`config.mk`:
```
export PLATFORM = sky130hd
export DESIGN_NAME = vga_pattern_sequencer_flat
export DESIGN_NICKNAME = d
export VERILOG_FILES = /design/src/rtl/vga_pattern_sequencer_if.sv /design/src/rtl/vga_pattern_sequencer.sv /design/src/flat_wrapper.sv
export SDC_FILE = /design/constraint.sdc
export NUM_CORES = 1
export LEC_CHECK = 0
export CORE_UTILIZATION = 46
export DETAILED_ROUTE_END_ITERATION = 16
export DONT_BUFFER_PORTS = 1
export GPL_TIMING_DRIVEN = 0
export PLACE_DENSITY = 0.68
export SYNTH_ARGS = -nofsm -noshare
export SYNTH_HDL_FRONTEND = slang
export SYNTH_SLANG_ARGS = --single-unit
```
`constraint.sdc`:
```
create_clock -name CLK -period 2.3 [get_ports CLK]
set_clock_uncertainty 0.15 [all_clocks]
set_input_delay 0.575 -clock CLK [delete_from_list [all_inputs] [get_ports CLK]]
set_output_delay 0.575 -clock CLK [all_outputs]
set_load 0.03 [all_outputs]
```
`src/rtl/vga_pattern_sequencer_if.sv`:
```
// Control/status bundle between the timing/key front end and the pattern sequencer.
interface vga_pattern_sequencer_if;
    localparam int unsigned PAT_W = 2;

    logic             key_pulse;
    logic             frame_start;
    logic             auto_en;
    logic [PAT_W-1:0] pattern_sel;
    logic             blank;
    logic             switch_done;
    logic             busy;

    // Master drives requests and frame timing, observes sequencer status.
    modport master (
        output key_pulse, frame_start, auto_en,
        input  pattern_sel, blank, switch_done, busy
    );

    // Slave is the sequencer itself.
    modport slave (
        input  key_pulse, frame_start, auto_en,
        output pattern_sel, blank, switch_done, busy
    );
endinterface

```
`src/rtl/vga_pattern_sequencer.sv`:
```
// Test-pattern sequencer: switches the active pattern only at frame
// boundaries, with a forced-blank window of whole frames around each change.
module vga_pattern_sequencer #(
    parameter int unsigned NUM_PATTERNS = 3,
    parameter int unsigned DWELL_FRAMES = 120,
    parameter int unsigned BLANK_FRAMES = 2
) (
    input  logic                    CLK,
    input  logic                    RESET,
    vga_pattern_sequencer_if.slave  bus
);
    localparam int unsigned PAT_W   = 2;
    localparam int unsigned DWELL_W = 12;
    localparam int unsigned BLANK_W = 4;

    typedef enum logic [1:0] {
        SHOW  = 2'd0,
        ARM   = 2'd1,
        BLANK = 2'd2
    } state_t;

    state_t               state_q, state_d;
    logic [PAT_W-1:0]     pattern_q, pattern_d;
    logic                 blank_q, blank_d;
    logic                 switch_q, switch_d;
    logic                 busy_q, busy_d;
    logic                 pend_q, pend_d;
    logic [DWELL_W-1:0]   dwell_q, dwell_d;
    logic [BLANK_W-1:0]   blank_cnt_q, blank_cnt_d;
    logic                 dwell_exp_c;
    logic                 change_req_c;

    // Dwell expiry is same-cycle with the frame_start that completes the dwell.
    assign dwell_exp_c  = (state_q == SHOW) && bus.auto_en && bus.frame_start &&
                          (dwell_q == DWELL_W'(DWELL_FRAMES - 1));
    assign change_req_c = bus.key_pulse || dwell_exp_c || pend_q;

    // Next-state and registered-output computation.
    always_comb begin
        state_d     = state_q;
        pattern_d   = pattern_q;
        pend_d      = pend_q;
        dwell_d     = dwell_q;
        blank_cnt_d = blank_cnt_q;
        switch_d    = 1'b0;

        unique case (state_q)
            SHOW: begin
                if (!bus.auto_en) begin
                    dwell_d = '0;
                end else if (bus.frame_start) begin
                    dwell_d = dwell_exp_c ? '0 : dwell_q + DWELL_W'(1);
                end
                if (change_req_c) begin
                    state_d = ARM;
                    pend_d  = 1'b0;
                    dwell_d = '0;
                end
            end
            ARM: begin
                dwell_d = '0;
                if (bus.key_pulse) pend_d = 1'b1;
                if (bus.frame_start) begin
                    state_d     = BLANK;
                    blank_cnt_d = BLANK_W'(BLANK_FRAMES - 1);
                end
            end
            BLANK: begin
                dwell_d = '0;
                if (bus.key_pulse) pend_d = 1'b1;
                if (bus.frame_start) begin
                    if (blank_cnt_q != '0) begin
                        blank_cnt_d = blank_cnt_q - BLANK_W'(1);
                    end else begin
                        state_d   = SHOW;
                        switch_d  = 1'b1;
                        pattern_d = (pattern_q == PAT_W'(NUM_PATTERNS - 1)) ?
                                    '0 : pattern_q + PAT_W'(1);
                    end
                end
            end
            default: begin
                state_d = SHOW;
                dwell_d = '0;
            end
        endcase

        blank_d = (state_d == BLANK);
        busy_d  = (state_d != SHOW);
    end

    // State and output registers with asynchronous clear.
    always_ff @(posedge CLK or negedge RESET) begin
        if (!RESET) begin
            state_q     <= SHOW;
            pattern_q   <= '0;
            blank_q     <= 1'b0;
            switch_q    <= 1'b0;
            busy_q      <= 1'b0;
            pend_q      <= 1'b0;
            dwell_q     <= '0;
            blank_cnt_q <= '0;
        end else begin
            state_q     <= state_d;
            pattern_q   <= pattern_d;
            blank_q     <= blank_d;
            switch_q    <= switch_d;
            busy_q      <= busy_d;
            pend_q      <= pend_d;
            dwell_q     <= dwell_d;
            blank_cnt_q <= blank_cnt_d;
        end
    end

    assign bus.pattern_sel = pattern_q;
    assign bus.blank       = blank_q;
    assign bus.switch_done = switch_q;
    assign bus.busy        = busy_q;
endmodule

```
`src/flat_wrapper.sv`:
```
// flat-port wrapper written by rule: the top's interface ports become plain ports
module vga_pattern_sequencer_flat 
#(
    parameter int unsigned NUM_PATTERNS = 3,
    parameter int unsigned DWELL_FRAMES = 120,
    parameter int unsigned BLANK_FRAMES = 2
)
  (CLK, RESET, bus_key_pulse, bus_frame_start, bus_auto_en, bus_pattern_sel, bus_blank, bus_switch_done, bus_busy);
  vga_pattern_sequencer_if bus_i ();
  input  logic CLK;
  input  logic RESET;
  input wire logic [$bits(bus_i.key_pulse)-1:0] bus_key_pulse;
  input wire logic [$bits(bus_i.frame_start)-1:0] bus_frame_start;
  input wire logic [$bits(bus_i.auto_en)-1:0] bus_auto_en;
  output wire logic [$bits(bus_i.pattern_sel)-1:0] bus_pattern_sel;
  output wire logic [$bits(bus_i.blank)-1:0] bus_blank;
  output wire logic [$bits(bus_i.switch_done)-1:0] bus_switch_done;
  output wire logic [$bits(bus_i.busy)-1:0] bus_busy;
  assign bus_i.key_pulse = bus_key_pulse;
  assign bus_i.frame_start = bus_frame_start;
  assign bus_i.auto_en = bus_auto_en;
  assign bus_pattern_sel = bus_i.pattern_sel;
  assign bus_blank = bus_i.blank;
  assign bus_switch_done = bus_i.switch_done;
  assign bus_busy = bus_i.busy;
  vga_pattern_sequencer #(.NUM_PATTERNS(NUM_PATTERNS), .DWELL_FRAMES(DWELL_FRAMES), .BLANK_FRAMES(BLANK_FRAMES)) u_core (.CLK(CLK), .RESET(RESET), .bus(bus_i));
endmodule
```
# Yosys cells after proc, flatten, opt, wreduce, memory -nomap -nowiden
# Cells that the tools add are included.
# op_classes
bitwise,1
eq_ne,11
reduce_logical,14
muxes,21
addsub,3
# op_table
cell,count
12-bit two-way mux,5
12-bit by 1-bit adder with 12-bit output (second input constant),1
12-bit by 7-bit equality test with 1-bit output (second input constant),1
4-bit two-way mux,3
2-bit two-way mux,5
4-bit case mux with 2 select lines,1
2-bit equality test (second input constant),3
2-bit by 1-bit inequality test with 1-bit output (second input constant),3
2-bit case mux with 3 select lines,1
3-bit AND reduction,2
2-bit nonzero test,3
1-bit two-way mux,5
2-bit inequality test (second input constant),2
4-bit by 3-bit inequality test with 1-bit output (second input constant),1
4-bit AND reduction,1
4-bit nonzero test,1
4-bit by 1-bit subtractor with 4-bit output (second input constant),1
1-bit logical AND,3
2-bit by 1-bit adder with 2-bit output (second input constant),1
2-bit by 1-bit equality test with 1-bit output (second input constant),1
2-bit logical NOT,1
1-bit logical OR,2
1-bit case mux with 2 select lines,1
2-bit OR reduction,1
1-bit NOT,1
# word_totals
out_inout_bits,5
inputBits,5
reg_bits,24

# Depth between registers and ports, before layout
# Gate-level depths: netlist of the first run.
# depth
word_depth,9
ltp_mapped,8

# Least setup slack after synthesis of the first run
# Ideal clock, no wire load.
# synth_timing
kind,register to register
start,register u_core.blank_cnt_q[0]
end,register u_core.busy_q (netlist: u_core.bus.busy)
path_slack_ns,0.583
t_arrival_ns,1.443
setup_ns,0.124
required_time_ns,2.026
synth_period_minus_slack_ns,1.717
n_path_buf,0
path_stages_with_launch,8
path_cell_list,dfrtp_1 -> inv_1 -> ha_1 -> nor3b_1 -> a21boi_0 -> o21a_1 -> a31oi_2 -> nand2b_1
# synth_between
elab_chain_cells,5
# synth_lines
element,line_no,text
"start, declared",vga_pattern_sequencer.sv:29,"logic [BLANK_W-1:0] blank_cnt_q, blank_cnt_d;"
"start signal, assigned",vga_pattern_sequencer.sv:111,blank_cnt_q <= blank_cnt_d;
4-bit nonzero test,vga_pattern_sequencer.sv:72,if (blank_cnt_q != '0) begin
2-bit two-way mux,vga_pattern_sequencer.sv:72,
2-bit two-way mux,vga_pattern_sequencer.sv:71,if (bus.frame_start) begin
2-bit case mux with 3 select lines,vga_pattern_sequencer.sv:47,unique case (state_q)
2-bit nonzero test,vga_pattern_sequencer.sv:89,busy_d = (state_d != SHOW);
named net u_core.busy_d,vga_pattern_sequencer.sv:26,"logic busy_q, busy_d;"
"end signal, assigned",vga_pattern_sequencer.sv:108,busy_q <= busy_d;
"end, declared",vga_pattern_sequencer.sv:26,
# The timed path passes the listed nets, and every way through them passes these cells.
# A chain may end at the register's enable or synchronous reset.

# Worst setup path after layout of the first run
# Ends and elaborated chain as after synthesis.

==> run summary, run 1 <==
The run gives 0 as the synthesis warning total. Dividing the detail-routed via count by the number of cells gives 5.44. For the pin with the worst max-slew slack, the measured transition is 1040 ps.

The run gives 0 as the overall overflow remaining after global route. Along the worst path, the maximum fanout reaches 5. The longest clock path from root to sink contains 2 buffers. In the synthesized netlist the dominant register cell turns out to be dfrtp_1. After detailed routing, the number of remaining DRC violations is 0.

The detail route stage leaves a number of antenna-violating nets equal to 0. The setup path with the least slack is of type reg -> reg. Pin placement for this block handled 10 I/O pins. The worst-case IR drop observed on VDD is 0.845 mV. The area overhead of the layout relative to synthesis works out to 6.66%. The final-layout setup total negative slack is 0 ps. During placement, the flow inserted port buffers numbering 0. 0 antenna diodes ended up in the layout. The worst path meets setup with 316 ps of slack.

The die height was 54.3 um. The number of flops mapped to enable cells by yosys is 0, and the final clock period utilization by the worst path is 0.863. For the placed wire-length estimate after detailed placement, the log shows 1610 um. The library cells used most frequently in the layout, excluding fill and tap cells, are dfrtp_1 (24), nor2_1 (17), inv_1 (9), xor2_1 (9). The die covers 2950 um2. The maximum clock frequency is 0.504 GHz.

Power spread over the standard cell area amounts to 905 nW/um2. The clock period minus final worst setup slack is 1980 ps. The first global-routing pass estimated 3590 um of wire. Data on the critical path arrives at its endpoint at 2040 ps. Routed length per placed instance: 13.4 um. For the worst setup path, the data required time is 2360 ps.

For the net total in the final layout, the log shows 145. The starting DRC count in detailed routing was 18; the placeable core region was 2520 um2. Entering global routing, the biggest net connects 25 pins.

The flow ran to the end, and the final reports show no timing, DRC or antenna violations. Clock-pin slew was measured on the worst setup and hold paths at 120 ps. The run gives 1260 um2 as the cell area after synthesis. Number of max-slew violations in the final report: 0. After detailed placement, the design holds a cell count of 157. The synthesized netlist net count is 139, and the total global routing track utilization is 0.174. The number of buffers added by the clock tree synthesis step was 3.

The tools report the relative max-transition margin as 0.302. After synthesis the netlist holds a flip-flop and latch count of 24. The starting density of the core is 0.499. The path class of the tightest hold or removal check is in -> reg.

In this run the clock root is driven by a clkbuf_4. For the number of failing hold endpoints at the final stage, the log shows 0. Endpoint class of the critical path: a register.

The utilization after layout came out at 0.532. The post-place instance area is 1300 um2, and the wire length reported by the detailed router is 2160 um. At the end of routability-driven placement, the weighted congestion stood at 0.820. The via count of the first global-routing pass is 871, and the max-capacitance violation count is 0.

Synthesis produced a netlist whose cell count is 127. Number of H-tree levels: 1. The share of synthesized flip-flops with an asynchronous set or reset was 1.00; the distinct cell type count after synthesis was 33.

Each instance of the synthesized netlist takes up on average 9.91 um2. CTS saw 24 sinks. Clock latency on the worst-skew pair: 310 ps.

Setup repair after global routing left no endpoint under its margin. For this design the static power due to leakage is 0.623 nW. The row count is 18, and the width of the die is 54.3 um. The run gives 0 as the initial antenna violation count. The commonest non-fill, non-tap cell in the layout is dfrtp_1. Gates resized during post-CTS repair numbered 0. TritonCTS built the clock tree. The logs give 336 ps for the worst setup slack after placement and 1.21 mW for the total power after layout.

Setup violations remaining at the end of the flow were counted as 0. Final instance area: 1340 um2. The tools report the worst hold slack as 276 ps. Launching element type of the critical path: a register.

The proportion of layout cells with a drive suffix above 1 is 0.0909, and the number of non-filler instances in the completed layout is 162. The iteration count of the initial detailed-routing pass was 6; the fill cell instance count of the final layout was 233. The tools report the part of the Yosys area used for sequential elements as 0.477.

For the total number of vias, the log shows 881.
==> area by class of cell <==
| cell class | count | area, um2 | share of cell area |
|---|---|---|---|
| plain buffers | 4 | 18.8 | 0.0140 |
| repair buffers | 1 | 10.0 | 0.00746 |
| flip-flops and latches | 24 | 601 | 0.447 |
| clock buffers | 4 | 36.3 | 0.0270 |
| well taps | 30 | 37.5 | 0.0280 |
| inverters | 9 | 33.8 | 0.0252 |
| multi-input cells | 90 | 606 | 0.451 |
==> metal layers <==
layer	vias to the layer above	global-route usage	share of wire
met3	6	0.0306	0.033
met4	0	0.0855	0.021
met1	418	0.244	0.49
met5	-	0	0
met2	15	0.256	0.45
li1	442	-	-
==> path summary, 6_finish.rpt <==
check,from,to,slack [ps],cells after the start
max,u_core.blank_cnt_q[0]$_DFFE_PN0P_,u_core.bus.busy$_DFF_PN0_,320,7
min,bus_auto_en,u_core.dwell_q[0]$_DFFE_PN0P_,280,2
max reg2reg,u_core.blank_cnt_q[0]$_DFFE_PN0P_,u_core.bus.busy$_DFF_PN0_,320,7
min reg2reg,u_core.pend_q$_DFFE_PN0P_,u_core.pend_q$_DFFE_PN0P_,370,1
max in group asynchronous,RESET,u_core.bus.switch_done$_DFF_PN0_,640,1
min in group asynchronous,RESET,u_core.dwell_q[4]$_DFFE_PN0P_,730,1
==> where the power goes <==
part	internal, mW	total (mW)	leakage, nW	switching, mW
sequential	0.498	0.616	0.322	0.118
clock	0.0967	0.217	0.0210	0.121
combinational	0.156	0.382	0.280	0.226
total	0.750	1.21	0.623	0.465
==> synth_stat cells, drive strengths merged, types with 2 or more instances <==
library cell / number / share of area
and3: 4 / 0.021
nand2b: 2 / 0.0099
and2: 2 / 0.0099
o21a: 2 / 0.012
nand4: 4 / 0.020
nor3: 2 / 0.0080
a22o: 3 / 0.021
o21ai: 5 / 0.020
a31oi: 2 / 0.015
xnor2: 2 / 0.014
inv: 9 / 0.027
xor2: 9 / 0.063
nor4b: 2 / 0.024
nand3: 8 / 0.032
dfrtp: 24 / 0.48
nand2: 8 / 0.024
ha: 7 / 0.070
o22ai: 2 / 0.015
buf: 3 / 0.012
nor2: 17 / 0.051
==> critical path, cell delays in order (launching register included) <==
cell      delay (ps)
dfrtp_1          400
inv_1            130
ha_1             210
nor3b_1          340
a21boi_0         160
o21a_1           200
a31oi_2          210
nand2b_1          80
==> cells by family (layout without fill, tap and decap cells) <==
family                     Yosys count  count (layout)  share of synthesized area
DFF                                 24              24                      0.477
buffers and inverters               13              18                     0.0417
AOI/OAI and AO/OA                   20              20                      0.117
adders and majority gates            7               7                     0.0696
and+or+nand+nor                     51              51                      0.210
muxes                                1               1                    0.00795
xor gates and xnor gates            11              11                     0.0765
==> sequential cells by signal, indices dropped and copies added (netlist names) <==
signal / count
u_core.dwell_q: 12
u_core.blank_cnt_q: 4
u_core.bus.busy: 1
u_core.bus.blank: 1
u_core.state_q: 2
u_core.bus.pattern_sel: 2
u_core.pend_q: 1
u_core.bus.switch_done: 1
==> timing repair <==
item                       in CTS  in global routing
buffers inserted                0                  0
setup endpoints to repair       0                  0
hold endpoints to repair       24                  0
hold buffers                    1                  0
Power figures use the tool's default switching activity.
==> run 2: changes to the inputs <==
--- a/config.mk
+++ b/config.mk
@@ -5,10 +5,12 @@
 export SDC_FILE = /design/constraint.sdc
 export NUM_CORES = 1
 export LEC_CHECK = 0
+export CAP_MARGIN = 10
 export CORE_UTILIZATION = 46
 export DETAILED_ROUTE_END_ITERATION = 16
 export DONT_BUFFER_PORTS = 1
 export GPL_TIMING_DRIVEN = 0
+export MAX_ROUTING_LAYER = met4
 export PLACE_DENSITY = 0.68
 export SYNTH_ARGS = -nofsm -noshare
 export SYNTH_HDL_FRONTEND = slang
==> run summary, run 2 (synthesized netlist as in run 1, its figures left out) <==
The flow ran to the end, and the final reports show no timing, DRC or antenna violations. The run gives 2950 um2 as the die footprint. The first global-routing pass estimated 3580 um of wire. Data arrives at the worst endpoint at 2040 ps. The clock period could shrink to 1980 ps. The first TritonRoute pass finished after 5 iterations. For the worst-skew pair, the clock arrives at the later sink with an insertion delay of 310 ps. STA classifies the critical path endpoint as a register. Measured in cells, the most critical reg-to-reg path has a length of 7. The maximum clock frequency came out at 0.505 GHz. The initial antenna violation count was 0.

In this run the post-CTS setup repair buffer count came out at 0. The start of the worst register-to-register path was u_core.blank_cnt_q[0]$_DFFE_PN0P_. For the peak supply drop, the log shows 0.846 mV. For hold timing, the worst endpoint is u_core.dwell_q[0]$_DFFE_PN0P_. For the total clock sinks, the log shows 24.

From synthesis to final layout, the design area changed by 7.85%. The tools report the setup-violating endpoint count in the final report as 0. The tools report the CTS root buffer as clkbuf_4. During placement, the flow inserted port buffers numbering 0. Routability-driven placement congestion ratio: 0.832.

The critical path data required time is 2360 ps. The number of failing hold endpoints at the final stage is 0, and the final clock period utilization by the worst path is 0.861. Across the run, the number of max-cap violations was 0. The tools report the number of I/O pins as 10. Summing all non-filler instances in the final layout gives an area of 1360 um2. For this run, the post-layout net count is 146.

The maximum fanout along the worst path was 5; the slew of the pin with the lowest slew margin was 608 ps. After detailed routing, the average wire length per cell comes to 13.5 um. The design draws 1.22 mW.

TritonCTS built the clock tree. In this run the cell area measured after placement is 1300 um2. For this design the ratio of total power to cell area is 899 nW/um2.

From left edge to right edge, the die measures 54.3 um. Setup repair after global routing left no endpoint under its margin. After clock tree synthesis, the clock-pin slew on the worst setup and hold paths is 120 ps.

The signal on the critical path passes through inv_1 -> ha_1 -> nor3b_1 -> a21boi_0 -> o21a_1 -> a31oi_2 -> nand2b_1. The tools report the number of buffers added to fix hold violations after cts as 1. The run gives 0.631 nW as the cell leakage power.

The clock passes through at most 2 buffers. The worst setup path is launched from a register. The placed wire-length estimate after detailed placement came out at 1610 um. The launch point of the worst hold path was bus_auto_en. The overall overflow remaining after global route came out at 0.

u_core.dwell_q holds more flip-flops than any other register. In the layout the commonest cells are dfrtp_1 (24), nor2_1 (17), inv_1 (9), xor2_1 (9). The register with the most flip-flops in the layout has 12 of them. The logs give 0 for the number of max-slew violations in the final report and 18 for the row count. The setup slack of the most critical reg-to-reg path was 320 ps. Leaving out fill and tap cells, the most frequent cell in the layout is dfrtp_1.

The critical path is of the reg -> reg type. The wire length reported by the detailed router was 2200 um; the number of cells on the worst hold path was 2. Die height: 54.3 um.

The run gives 893 as the total number of vias. Number of buffers added by the clock tree synthesis step: 3. After detailed routing, the number of remaining DRC violations is 0. The largest registers in the layout are u_core.dwell_q (12), u_core.blank_cnt_q (4). The highest cell delay on the worst timing path was 400 ps; the number of antenna repair diodes was 0. For the final routed database, the setup TNS stands at 0 ps. After detailed routing, the number of vias per cell comes to 5.48. For this block, the initial DRC count from the detailed router was 18.

Entering global routing, the biggest net connects 25 pins. The tools report the starting density of the core as 0.499. For the via count of the first global-routing pass, the log shows 871. The tools report the number of gates resized after CTS as 0. The type of the tightest min-delay check is in -> reg. The logs give 0.179 for the total global routing track utilization and 2520 um2 for the placeable core region. The proportion of layout cells with a drive suffix above 1 is 0.0977. The tools report the antenna violation net count after detailed routing as 0. The relative max-transition margin came out at 0.593.

The terminus of the critical flop-to-flop path was u_core.bus.busy$_DFF_PN0_. The tools report the number of H-tree levels as 1. The critical-path cell with the highest stage delay was dfrtp_1.
## run 2: changes by cell type in the layout (fill, tap and decap cells not counted), sizes merged
cell,change
buf,+1
## run 2: cell type report
class	count	area, um2
flip-flops and latches	24	601
plain buffers	4	18.8
repair buffers	2	25.0
clock buffers	4	36.3
multi-input cells	90	606
well taps	30	37.5
fillers	232	1160
inverters	9	33.8
## run 2: stage by stage
step / hold slack [ps] / setup WS, ps / util / std cells
floorplan: 129 / 583 / - / 127
global placement: 130 / 346 / 0.514 / 157
detailed placement: 130 / 336 / 0.514 / 157
CTS: 269 / 306 / 0.532 / 162
global route: 273 / 98.1 / 0.538 / 163
finish: 275 / 319 / 0.538 / 163
## run 2: metal layers
metal / GRT usage / vias to the layer above / routed length [um]
met3: 0.0306 / 6 / 88
met1: 0.244 / 422 / 1080
li1: - / 444 / -
met2: 0.256 / 21 / 995
met5: - / - / 0
met4: 0.0855 / 0 / 40
## run 2: power breakdown
part           leakage [nW]  internal (mW)  switching [mW]
Sequential            0.322          0.498           0.118
Combinational         0.287          0.158           0.228
Clock                0.0210         0.0967           0.121
## run 2: worst max-delay path: cells and delay by family, from the launching register on
kind / cells / cell delay (ps)
AO/OA/AOI/OAI: 3 / 570
buffers and inverters: 1 / 130
adder cells (fa/ha/maj): 1 / 210
AND/OR/NAND/NOR: 2 / 420
flip-flops: 1 / 400
## run 2: worst max path at each step
stage                                            from  slack [ps]                   endpoint
floorplan           u_core.blank_cnt_q[0]$_DFFE_PN0P_         580  u_core.bus.busy$_DFF_PN0_
global placement    u_core.blank_cnt_q[0]$_DFFE_PN0P_         350  u_core.bus.busy$_DFF_PN0_
detailed placement  u_core.blank_cnt_q[0]$_DFFE_PN0P_         340  u_core.bus.busy$_DFF_PN0_
CTS                 u_core.blank_cnt_q[0]$_DFFE_PN0P_         310  u_core.bus.busy$_DFF_PN0_
global route        u_core.blank_cnt_q[0]$_DFFE_PN0P_         100  u_core.bus.busy$_DFF_PN0_
finish              u_core.blank_cnt_q[0]$_DFFE_PN0P_         320  u_core.bus.busy$_DFF_PN0_
==> run 3: changes to the inputs <==
==> constraint.sdc (replaced) <==
create_clock -name CLK -period 2.3 [get_ports CLK]
set_clock_uncertainty 0.15 [all_clocks]
set_input_delay 0.575 -clock CLK [delete_from_list [all_inputs] [get_ports CLK]]
set_output_delay 0.575 -clock CLK [all_outputs]
set_load 0.01 [all_outputs]
==> results of run 3 <==
Same layout as run 2 (identical final DEF). Status: finished clean.
Among the figures that moved: total power 1.22 mW -> 1.18 mW; worst IR drop on VDD 0.846 mV -> 0.777 mV
